## src/rtl/costas_pkg.sv

```systemverilog
// Shared definitions for the Costas-loop demodulator: lock FSM encoding,
// default loop gains and a generic signed saturation helper.
package costas_pkg;

    typedef enum logic [1:0] {
        SEARCH = 2'd0,
        VERIFY = 2'd1,
        LOCKED = 2'd2
    } lock_state_t;

    localparam int KP_ACQ_DEF = 5000000;
    localparam int KP_TRK_DEF = 1000000;

    function automatic logic signed [63:0] sat(input logic signed [63:0] v,
                                               input logic signed [63:0] lim_lo,
                                               input logic signed [63:0] lim_hi);
        if (v > lim_hi)      return lim_hi;
        else if (v < lim_lo) return lim_lo;
        else                 return v;
    endfunction

endpackage

```

## src/rtl/costas_demod_v2_nco_square.sv

```systemverilog
// Phase-accumulator NCO producing quadrature square waves from the two
// accumulator MSBs; advances only on enabled (valid-sample) cycles.
module nco_square
    import costas_pkg::*;
#(
    parameter int PW = 32
) (
    input  logic          clk,
    input  logic          rst,
    input  logic          i_en,
    input  logic [PW-1:0] i_incr,
    output logic          o_vco_s,
    output logic          o_vco_c
);

    logic [PW-1:0] r_acc;

    always_ff @(posedge clk) begin
        if (rst)       r_acc <= '0;
        else if (i_en) r_acc <= r_acc + i_incr;
    end

    assign o_vco_s = r_acc[PW-1];
    assign o_vco_c = r_acc[PW-1] ^ r_acc[PW-2];

endmodule

```

## src/rtl/costas_demod_v2.sv

```systemverilog
// Costas-loop BPSK demodulator: square-wave NCO, mixer arms with one-pole LPFs,
// bang-bang loop filter, lock FSM and DC-removed output with a 2-cycle latency.
module costas_demod_v2
    import costas_pkg::*;
#(
    parameter int DW       = 14,
    parameter int PW       = 32,
    parameter int NOM_INCR = 919123001,
    parameter int LPF_SH   = 2,
    parameter int KP_ACQ   = KP_ACQ_DEF,
    parameter int KP_TRK   = KP_TRK_DEF,
    parameter int LF_SH    = 10,
    parameter int FMAX     = 2**26,
    parameter int LOCK_CNT = 1024,
    parameter int LOSS_CNT = 256
) (
    input  logic          clk,
    input  logic          rst,
    input  logic          in_valid,
    input  logic [DW-1:0] sigin,
    output logic          out_valid,
    output logic [DW-1:0] demod_out,
    output logic [PW-1:0] freq_adj,
    output logic          locked,
    output logic [1:0]    lock_state
);

    localparam int CW = $clog2((LOCK_CNT > LOSS_CNT ? LOCK_CNT : LOSS_CNT) + 1);
    localparam logic signed [63:0] SMAX = 64'(2**(DW-1) - 1);
    localparam logic signed [63:0] SMIN = -SMAX - 64'sd1;
    localparam logic signed [63:0] FLIM = 64'(FMAX);
    localparam logic [CW-1:0]      LOCK_TH = CW'(LOCK_CNT);
    localparam logic [CW-1:0]      LOSS_TH = CW'(LOSS_CNT);

    logic                 w_vco_s, w_vco_c;
    logic [PW-1:0]        w_incr;
    logic signed [DW-1:0] w_x, w_neg, w_arm_i, w_arm_q;
    logic signed [DW-1:0] w_i_next, w_q_next, w_diff;
    logic signed [63:0]   w_abs_i, w_abs_q, w_kp, w_step;
    logic signed [PW-1:0] w_freq_next;
    logic                 w_pd, w_good;

    logic signed [DW-1:0] r_i, r_q, r_dc, r_demod;
    logic signed [PW-1:0] r_freq;
    logic                 r_v1, r_vout;

    lock_state_t          r_state, w_state_next;
    logic [CW-1:0]        r_cnt, w_cnt_next, w_cnt_inc;

    assign w_incr = PW'(NOM_INCR) + $unsigned(r_freq);

    nco_square #(.PW(PW)) u_nco (
        .clk     (clk),
        .rst     (rst),
        .i_en    (in_valid),
        .i_incr  (w_incr),
        .o_vco_s (w_vco_s),
        .o_vco_c (w_vco_c)
    );

    // Offset-binary in; negating the most negative code clips to full scale.
    assign w_x     = {~sigin[DW-1], sigin[DW-2:0]};
    assign w_neg   = DW'(sat(-64'(w_x), SMIN, SMAX));
    assign w_arm_i = w_vco_c ? w_x : w_neg;
    assign w_arm_q = w_vco_s ? w_x : w_neg;

    assign w_i_next = DW'(sat(64'(r_i) - 64'(r_i >>> LPF_SH) + 64'(w_arm_i >>> LPF_SH), SMIN, SMAX));
    assign w_q_next = DW'(sat(64'(r_q) - 64'(r_q >>> LPF_SH) + 64'(w_arm_q >>> LPF_SH), SMIN, SMAX));

    assign w_abs_i = r_i[DW-1] ? -64'(r_i) : 64'(r_i);
    assign w_abs_q = r_q[DW-1] ? -64'(r_q) : 64'(r_q);
    assign w_good  = w_abs_i >= (w_abs_q <<< 1);

    // Gain follows the registered state, so a transition affects the next sample.
    assign w_pd        = r_i[DW-1] ^ r_q[DW-1];
    assign w_kp        = (r_state == LOCKED) ? 64'(KP_TRK) : 64'(KP_ACQ);
    assign w_step      = w_pd ? w_kp : -w_kp;
    assign w_freq_next = PW'(sat(64'(r_freq) - (64'(r_freq) >>> LF_SH) + (w_step >>> LF_SH),
                                 -FLIM, FLIM));

    assign w_diff = DW'(sat(64'(r_i) - 64'(r_dc), SMIN, SMAX));

    always_ff @(posedge clk) begin
        if (rst) begin
            r_i    <= '0;
            r_q    <= '0;
            r_freq <= '0;
            r_dc   <= '0;
        end else if (in_valid) begin
            r_i    <= w_i_next;
            r_q    <= w_q_next;
            r_freq <= w_freq_next;
            if (r_i > r_dc)      r_dc <= r_dc + DW'(1);
            else if (r_i < r_dc) r_dc <= r_dc - DW'(1);
        end
    end

    always_ff @(posedge clk) begin
        if (rst) begin
            r_state <= SEARCH;
            r_cnt   <= '0;
        end else if (in_valid) begin
            r_state <= w_state_next;
            r_cnt   <= w_cnt_next;
        end
    end

    always_comb begin
        w_state_next = r_state;
        w_cnt_next   = r_cnt;
        w_cnt_inc    = (r_cnt == '1) ? r_cnt : r_cnt + CW'(1);
        case (r_state)
            SEARCH: begin
                if (w_good) begin
                    w_state_next = VERIFY;
                    w_cnt_next   = CW'(1);
                end
            end
            VERIFY: begin
                if (!w_good) begin
                    w_state_next = SEARCH;
                    w_cnt_next   = '0;
                end else if (w_cnt_inc >= LOCK_TH) begin
                    w_state_next = LOCKED;
                    w_cnt_next   = '0;
                end else begin
                    w_cnt_next   = w_cnt_inc;
                end
            end
            LOCKED: begin
                if (w_good) begin
                    w_cnt_next   = '0;
                end else if (w_cnt_inc >= LOSS_TH) begin
                    w_state_next = SEARCH;
                    w_cnt_next   = '0;
                end else begin
                    w_cnt_next   = w_cnt_inc;
                end
            end
            default: begin
                w_state_next = SEARCH;
                w_cnt_next   = '0;
            end
        endcase
    end

    // The strobe pipeline runs every cycle so latency stays fixed; data only moves with it.
    always_ff @(posedge clk) begin
        if (rst) begin
            r_v1    <= 1'b0;
            r_vout  <= 1'b0;
            r_demod <= '0;
        end else begin
            r_v1   <= in_valid;
            r_vout <= r_v1;
            if (r_v1) r_demod <= w_diff;
        end
    end

    assign out_valid  = r_vout;
    assign demod_out  = {~r_demod[DW-1], r_demod[DW-2:0]};
    assign freq_adj   = r_freq;
    assign locked     = (r_state == LOCKED);
    assign lock_state = r_state;

endmodule

```

## config.mk

```make
export PLATFORM = sky130hd
export DESIGN_NAME = costas_demod_v2
export DESIGN_NICKNAME = d
export VERILOG_FILES = /design/src/rtl/costas_pkg.sv /design/src/rtl/costas_demod_v2_nco_square.sv /design/src/rtl/costas_demod_v2.sv
export SDC_FILE = /design/constraint.sdc
export NUM_CORES = 1
export LEC_CHECK = 0
export ABC_AREA = 1
export CAP_MARGIN = 20
export CORE_ASPECT_RATIO = 1.5
export CORE_MARGIN = 2
export CORE_UTILIZATION = 55
export DETAILED_ROUTE_END_ITERATION = 7
export PLACE_DENSITY_LB_ADDON = 0.05
export SLEW_MARGIN = 20
export SYNTH_ARGS = -nofsm -noshare
export SYNTH_HDL_FRONTEND = slang
export SYNTH_SLANG_ARGS = --single-unit
```

## constraint.sdc

```tcl
create_clock -name clk -period 16.7 [get_ports clk]
set_clock_uncertainty 0.15 [all_clocks]
set_input_delay 2.505 -clock clk [delete_from_list [all_inputs] [get_ports clk]]
set_output_delay 2.505 -clock clk [all_outputs]
set_load 0.02 [all_outputs]
```

==> flow_metrics.py, run 1 <==
metrics = {
    "worst_setup_path": {
        "crit_top_cell": "nand2_1",
        "worst-setup-path-type": "input pin to register",
        "r2r_start": "u_nco.r_acc[31]",
        "arrival_ps": 8840,
        "slowest_stage": "nor2_1",
        "crit_path_max_incr_delay_ps": 570,
        "reg2reg_setup_slack_ps": 11060,
        "worstReg2RegEnd": "r_i[11]",
        "worstPathMaxFanout": 15,
        "r2r_cells": 14,
        "cp-start-kind": "input pin",
        "endpoint_kind": "register",
        "crit_required_ps": 16850,
    },
    "yosys": {
        "async_flop_share_pct": 0,
        "synth-edff-count": 0,
        "syn_inst": 2786,
        "ys_types": 56,
        "synth_warnings": 0,
        "synth.avg_cell_area_um2": 6.397,
        "ys.flop_type": "dfxtp_1",
        "ys_ff_latch": 135,
        "ys_seq_area_share_pct": 15.16,
        "syn-cell-area_um2": 17820,
    },
    "drt": {
        "drc": 0,
        "vias": 17520,
        "vias_per_cell": 5.287,
        "first_pass_iters": 7,
        "wirelength_um": 49160,
        "wl_per_cell_um": 14.84,
        "ant_nets": 0,
        "first_iter_violations": 784,
    },
    "clock_network": {
        "hold_buffers": 0,
        "cts_tree": "done",
        "ctsResizeCount": 0,
        "clock_latency_ps": 440,
        "cts_root_buf": "clkbuf_16",
        "cts_buffer_depth": 2,
        "h-tree-depth": 4,
        "cts_buffers": 17,
        "clkTransAtPathRegs_ps": 60,
        "cts_setup_buffers": 0,
        "cts.sinks": 135,
    },
    "global_route": {
        "grt_pass1_wl_um": 80100,
        "grt_max_degree": 90,
        "grt_pass1_vias": 16780,
        "overflow": 0,
        "grt.total_usage_pct": 29.63,
        "antenna_found_initial": 0,
    },
    "timing": {
        "finalHoldViolations": 0,
        "rsz0062_at_grt": "no",
        "finalCriticalPeriod_ps": 8693,
        "max_freq_mhz": 115.0,
        "period_share_pct": 52.06,
        "timing.final.ws_setup_ps": 8007,
        "setup_tns_ps": 0,
        "tightest_slew_ps": 1087,
        "setup_viol": 0,
        "slew_headroom_pct": 26.75,
        "holdWs_ps": 322.2,
        "slew_viol_final": 0,
    },
    "floorplanning": {
        "fp-row-count": 80,
        "initial_core_util_pct": 55.99,
        "die_w_um": 151.0,
        "io-pin-count": 67,
        "die_y_um": 224.5,
        "dieArea_um2": 33890,
        "design.core.area_um2": 31830,
    },
    "outcome": {
        "status": "finished, final reports clean",
    },
    "cells_and_area": {
        "syn2layout_area_growth_pct": 9.392,
        "fin_nets": 3200,
        "fill_cells": 3185,
        "mostFrequentLayoutCell": "nand2_1",
        "n_antenna_cell": 0,
        "layout_common_cells": "nand2_1, inv_1, ha_1, nor2_1, a21oi_1",
        "layout-drive-gt1-share_pct": 5.062,
        "fin_area_um2": 19500,
    },
    "hold_path": {
        "hp-class": "register to register",
        "min-delay-start": "u_nco.r_acc[7]",
        "min_to": "u_nco.r_acc[7]",
        "hold_path_depth": 2,
    },
    "placed_design": {
        "dp_slack_ps": 7594,
        "port_buffers": 66,
        "dpl.hpwl_um": 40420,
        "gp_congestion": 0.9835,
        "place_area_um2": 18950,
    },
    "run": {
        "cap_violations": 0,
    },
}
## synthesized netlist by cell type (15+ instances only)
library cell  number  area share [%]
or2_2             16            0.56
nor2_1           217             4.6
fa_1              60             6.7
nand4_1           45             1.6
xnor2_1           31             1.5
nand3_2           23             1.3
nor2_2            20            0.70
xor2_1            71             3.5
ha_1             231              16
nor3_1            37             1.0
nand2_1          747              16
dfxtp_1          135              15
nand2_2           25            0.88
o21ai_0          125             3.5
inv_1            477              10
buf_4             17            0.72
clkbuf_1          37            0.78
nand3b_1          15            0.63
a21oi_1          204             5.7
nand3_1          118             3.3
## critical path: cells and delay by family
kind / cells / cell delay, ps
compound gates: 4 / 680
buf+inv: 3 / 910
simple gates: 27 / 3660
fa+ha+maj: 3 / 1100
## final cells by class
type / instances / area [um^2] / share of cell area (%)
multi-input combinational: 2181 / 13220 / 67.80
sequential: 135 / 2703 / 13.86
inverter: 485 / 1821 / 9.337
timing repair buffer: 72 / 693.2 / 3.555
tap: 410 / 513.0 / 2.631
clock buffer: 19 / 452.9 / 2.323
clock inverter: 12 / 95.09 / 0.4877
## through the flow
step / util (%) / cells
2_1_floorplan: - / 2869
3_3_place_gp: 59.55 / 3283
3_5_place_dp: 59.55 / 3283
4_1_cts: 61.27 / 3314
5_1_grt: 61.25 / 3314
6_report: 61.25 / 3314
## sequential cells by signal, summed over array words and instances, names as in the netlist
name and flops:
out_valid 1, r_v1 1, u_nco.r_acc 32, lock_state 2, r_i 14, freq_adj 32, r_q 14, r_demod 14
r_cnt 11, r_dc 14
## worst max path at each step
stage	startpoint	slack [ps]	to	cells past startpoint
3_3_place_gp	sigin[0]	7850	r_q[10]	37
2_1_floorplan	sigin[0]	8880	r_i[12]	34
3_5_place_dp	sigin[0]	7590	r_i[11]	37
6_report	sigin[0]	8010	r_i[11]	37
4_1_cts	sigin[0]	8050	r_i[11]	37
5_1_grt	sigin[0]	7260	r_i[8]	33
## per-layer routing
layer	up-vias	routed length, um	GRT usage (%)
met3	122	1575	2.901
li1	9031	-	-
met2	377	25710	56.07
met5	-	0	0
met4	0	2665	15.77
met1	7992	19210	31.77
## cell families (layout without fill, tap and decap cells)
| group | after synthesis | count (layout) | synth area share [%] |
|---|---|---|---|
| adder cells (fa/ha/maj) | 291 | 291 | 22.96 |
| flip-flops | 135 | 135 | 15.16 |
| multiplexers | 1 | 1 | 0.05616 |
| AO/OA/AOI/OAI | 404 | 404 | 12.38 |
| AND/OR/NAND/NOR | 1298 | 1298 | 31.96 |
| XOR/XNOR | 102 | 102 | 5.012 |
| buffers and inverters | 553 | 588 | 12.43 |
| other | 2 | 85 | 0.04214 |
Power of run 1 is left out: the tool's default activity adds up to more than one toggle a clock period on the data nets, which glitch-free logic cannot reach.
==> inputs of run 2 (changes only) <==
clock period = 9 ns   (was 16.7 ns; I/O delays follow)
==> run 2 against run 1 <==
Via count rose by 0.41%. Highest routed layer unchanged. Cell area barely moved. Worst hold slack improved by 7.9 ps. Critical path type unchanged. Register-to-register slack got worse by 7700 ps.
==> flow_metrics.py, run 2 (synthesis results as in run 1) <==
metrics = {
    "outcome": {
        "status": "finished, final reports clean",
    },
    "placed_design": {
        "dpl.hpwl_um": 41400,
        "dp_slack_ps": 1128,
        "gp_congestion": 0.9824,
        "port_buffers": 66,
    },
    "global_route": {
        "overflow": 0,
        "grt_pass1_wl_um": 80800,
        "grt_pass1_vias": 16950,
        "antenna_found_initial": 0,
        "grt.total_usage_pct": 30.07,
        "grt_max_degree": 67,
    },
    "timing": {
        "slew_viol_final": 0,
        "setup_viol": 0,
        "max_freq_mhz": 134.0,
        "tightest_slew_ps": 1081,
        "finalHoldViolations": 0,
        "setup_tns_ps": 0,
        "rsz0062_at_grt": "no",
        "holdWs_ps": 330.1,
        "timing.final.ws_setup_ps": 1539,
        "slew_headroom_pct": 27.20,
        "period_share_pct": 82.90,
        "finalCriticalPeriod_ps": 7461,
    },
    "drt": {
        "first_iter_violations": 807,
        "first_pass_iters": 8,
        "vias": 17590,
        "ant_nets": 0,
        "vias_per_cell": 5.309,
        "wl_per_cell_um": 15.13,
        "wirelength_um": 50160,
        "drc": 0,
    },
    "worst_setup_path": {
        "crit_required_ps": 9160,
        "crit_path_max_incr_delay_ps": 580,
        "endpoint_kind": "register",
        "cp-start-kind": "input pin",
        "worst-setup-path-type": "input pin to register",
        "arrival_ps": 7620,
        "worstPathMaxFanout": 15,
        "cp_top_family": "simple AND/OR/NAND/NOR gates",
        "crit_top_cell": "nand2_1",
        "slowest_stage": "nor2_1",
        "critPathBufInv": 3,
    },
    "cells_and_area": {
        "seqCellArea_um2": 2703,
        "n_antenna_cell": 0,
        "mostFrequentLayoutCell": "nand2_1",
        "fill_cells": 3169,
        "layout_common_cells": "nand2_1, inv_1, ha_1, nor2_1, a21oi_1",
        "syn2layout_area_growth_pct": 9.414,
        "multi_input_area_um2": 13220,
        "layout-drive-gt1-share_pct": 5.028,
        "finish.utilization_pct": 61.27,
        "fin_nets": 3200,
    },
    "clock_network": {
        "h-tree-depth": 4,
        "clock_latency_ps": 440,
        "cts.sinks": 135,
        "cts_setup_buffers": 0,
        "ctsResizeCount": 0,
        "cts_buffers": 17,
        "cts_tree": "done",
        "cts_root_buf": "clkbuf_16",
        "hold_buffers": 0,
        "cts_buffer_depth": 2,
        "clkTransAtPathRegs_ps": 70,
    },
    "floorplanning": {
        "fp-row-count": 80,
        "design.core.area_um2": 31830,
        "dieArea_um2": 33890,
        "die_w_um": 151.0,
        "io-pin-count": 67,
        "initial_core_util_pct": 55.99,
        "die_y_um": 224.5,
    },
    "hold_path": {
        "hp-class": "register to register",
    },
    "run": {
        "cap_violations": 0,
    },
}
==> run 2: cell count changes in the layout (fill, tap and decap cells not counted) <==
cell       delta
clkbuf_8      -2
bufinv_16     +1
clkbuf_1      +1
inv_6         +1
inv_8         -1
==> run 2: final cells by class <==
class                           count  area share, %
Clock inverter                     13         0.6288
Timing Repair Buffer               72          3.554
Sequential cell                   135          13.86
Inverter                          485          9.335
Clock buffer                       18          2.201
Tap cell                          410          2.631
Multi-Input combinational cell   2181          67.79
==> run 2: worst paths after layout <==
| check | startpoint | end | slack [ps] | depth (start not counted) |
|---|---|---|---|---|
| worst max-delay path | sigin[0] | r_i[11] | 1540 | 37 |
| worst min-delay path | r_dc[5] | r_dc[5] | 330 | 2 |
| worst min register to register | r_dc[5] | r_dc[5] | 330 | 2 |
| worst max register to register | u_nco.r_acc[31] | r_i[11] | 3330 | 13 |
==> run 2: routing by layer <==
| metal | global-route usage, % | vias to the layer above | wire, um |
|---|---|---|---|
| met1 | 31.18 | 8021 | 19400 |
| met4 | 20.08 | 0 | 3556 |
| met2 | 55.57 | 378 | 25540 |
| met5 | 0 | - | 0 |
| li1 | - | 9034 | - |
| met3 | 3.732 | 160 | 1660 |
==> run 2: worst reg2reg max path, cell delays in order, from the launching register on <==
cell     delay [ps]
dfxtp_1         670
xor2_1          720
inv_1           430
o21ai_0         960
fa_1            580
ha_1            380
inv_1            70
nor3_1          300
nand3_1         120
nand2_1         100
xor2_1          170
a21oi_1         140
nor2_1          580
a21oi_1         150
==> run 2: per-stage QoR <==
stage	cells	area, um^2
6_report	3314	19500
5_1_grt	3314	19500
4_1_cts	3314	19510
3_5_place_dp	3283	18950
3_3_place_gp	3283	18950
2_1_floorplan	2869	18130
Power of run 2 is left out for the same reason.
==> inputs of run 3 (changes only) <==
clock period = 7.35 ns   (was 9 ns; I/O delays follow)
==> run 3 against run 2 <==
Die area is the same. Count of clock-buffer cells in the layout stayed put. First-iteration DRC count increased by 8.9%. Critical path type unchanged. Critical endpoint is now r_q[9].
==> flow_metrics.py, run 3 (synthesis results as in run 1) <==
metrics = {
    "clock_network": {
        "cts.sinks": 135,
        "cts_root_buf": "clkbuf_16",
        "cts_tree": "done",
        "h-tree-depth": 4,
        "cts_buffer_depth": 2,
        "cts_buffers": 17,
        "clkTransAtPathRegs_ps": 60,
        "clock_latency_ps": 440,
        "cts_setup_buffers": 0,
    },
    "outcome": {
        "status": "finished, final reports clean",
    },
    "floorplanning": {
        "design.core.area_um2": 31830,
        "initial_core_util_pct": 55.99,
        "die_w_um": 151.0,
        "fp-row-count": 80,
        "dieArea_um2": 33890,
        "io-pin-count": 67,
        "die_y_um": 224.5,
    },
    "hold_path": {
        "min_to": "freq_adj[3]",
        "hold_path_depth": 2,
        "hp-class": "register to register",
        "min-delay-start": "freq_adj[3]",
    },
    "timing": {
        "finalCriticalPeriod_ps": 6824,
        "slew_viol_final": 0,
        "finalHoldViolations": 0,
        "max_freq_mhz": 146.5,
        "period_share_pct": 92.84,
        "tightest_slew_ps": 1134,
        "slew_headroom_pct": 24.33,
        "setup_viol": 0,
    },
    "drt": {
        "ant_nets": 0,
        "wl_per_cell_um": 15.01,
        "first_iter_violations": 879,
        "wirelength_um": 50040,
        "vias": 17600,
        "drc": 0,
        "first_pass_iters": 5,
        "vias_per_cell": 5.280,
    },
    "global_route": {
        "grt_max_degree": 56,
        "overflow": 0,
        "grt_pass1_vias": 17210,
        "grt_pass1_wl_um": 81540,
        "antenna_found_initial": 0,
        "grt.total_usage_pct": 30.22,
    },
    "placed_design": {
        "dpl.hpwl_um": 41160,
        "port_buffers": 66,
        "gp_congestion": 0.9816,
    },
    "worst_setup_path": {
        "worst-setup-path-type": "input pin to register",
        "r2r_start": "r_q[13]",
        "endpoint_kind": "register",
        "crit_required_ps": 7540,
        "slowest_stage": "clkdlybuf4s50_1",
        "cp-start-kind": "input pin",
        "worstReg2RegEnd": "freq_adj[5]",
        "reg2reg_setup_slack_ps": 1550,
        "worstPathMaxFanout": 13,
        "r2r_cells": 20,
        "arrival_ps": 7010,
        "crit_path_max_incr_delay_ps": 470,
        "crit_top_cell": "nand2_1",
    },
    "cells_and_area": {
        "syn2layout_area_growth_pct": 10.67,
        "n_antenna_cell": 0,
        "finish.utilization_pct": 61.97,
        "layout_common_cells": "nand2_1, inv_1, ha_1, nor2_1, a21oi_1",
        "fin_nets": 3219,
        "mostFrequentLayoutCell": "nand2_1",
        "layout-drive-gt1-share_pct": 5.780,
    },
    "run": {
        "cap_violations": 0,
    },
}
==> run 3: layout make-up <==
type	instances	area, um^2
clock inverter	14	181.4
timing repair buffer	91	840.8
multi-input combinational	2181	13230
inverter	485	1821
sequential	135	2703
clock buffer	18	439.2
fill	3177	12110
tap	410	513.0
==> run 3: worst max-delay path by stage <==
stage / cells past startpoint / end / slack (ps) / start
2_1_floorplan: 34 / r_i[12] / 930 / sigin[0]
3_3_place_gp: 36 / r_i[11] / 220 / sigin[0]
3_5_place_dp: 34 / r_q[9] / 80 / sigin[0]
4_1_cts: 34 / r_q[7] / 540 / sigin[0]
5_1_grt: 34 / r_q[5] / -30 / sigin[0]
6_report: 34 / r_q[9] / 530 / sigin[0]
==> run 3: per-stage QoR <==
| stage | setup slack (ps) | std cells | hold WS (ps) | setup TNS (ps) | instance area, um^2 |
|---|---|---|---|---|---|
| floorplan | 928.7 | 2869 | 282.2 | 0 | 18130 |
| global placement | 222.3 | 3302 | 297.3 | 0 | 19100 |
| detailed placement | 76.69 | 3302 | 318.0 | 0 | 19100 |
| CTS | 539.7 | 3334 | 326.8 | 0 | 19720 |
| global route | -34.77 | 3334 | 354.9 | -178.4 | 19730 |
| finish | 526.2 | 3334 | 329.1 | 0 | 19730 |
==> run 3: worst max-delay path: cells and delay by family <==
kind	cells	cell delay, ps
fa+ha+maj	3	1100
simple gates	21	2800
xor+xnor	1	170
buf+inv	4	970
compound gates	5	850
==> run 3: per-layer routing <==
| layer | up-vias | wire [um] | GRT usage [%] |
|---|---|---|---|
| met1 | 7967 | 19370 | 31.92 |
| met5 | - | 0 | 0 |
| li1 | 9063 | - | - |
| met4 | 0 | 3319 | 17.85 |
| met3 | 159 | 1690 | 3.002 |
| met2 | 415 | 25660 | 56.86 |
==> run 3: repair_timing <==
| item | 4_1_cts | 5_1_grt |
|---|---|---|
| hold buffers | 0 | 0 |
| gates resized for setup | 0 | 3 |
| endpoints found under the setup margin | 0 | 19 |
Power of run 3 is left out for the same reason.
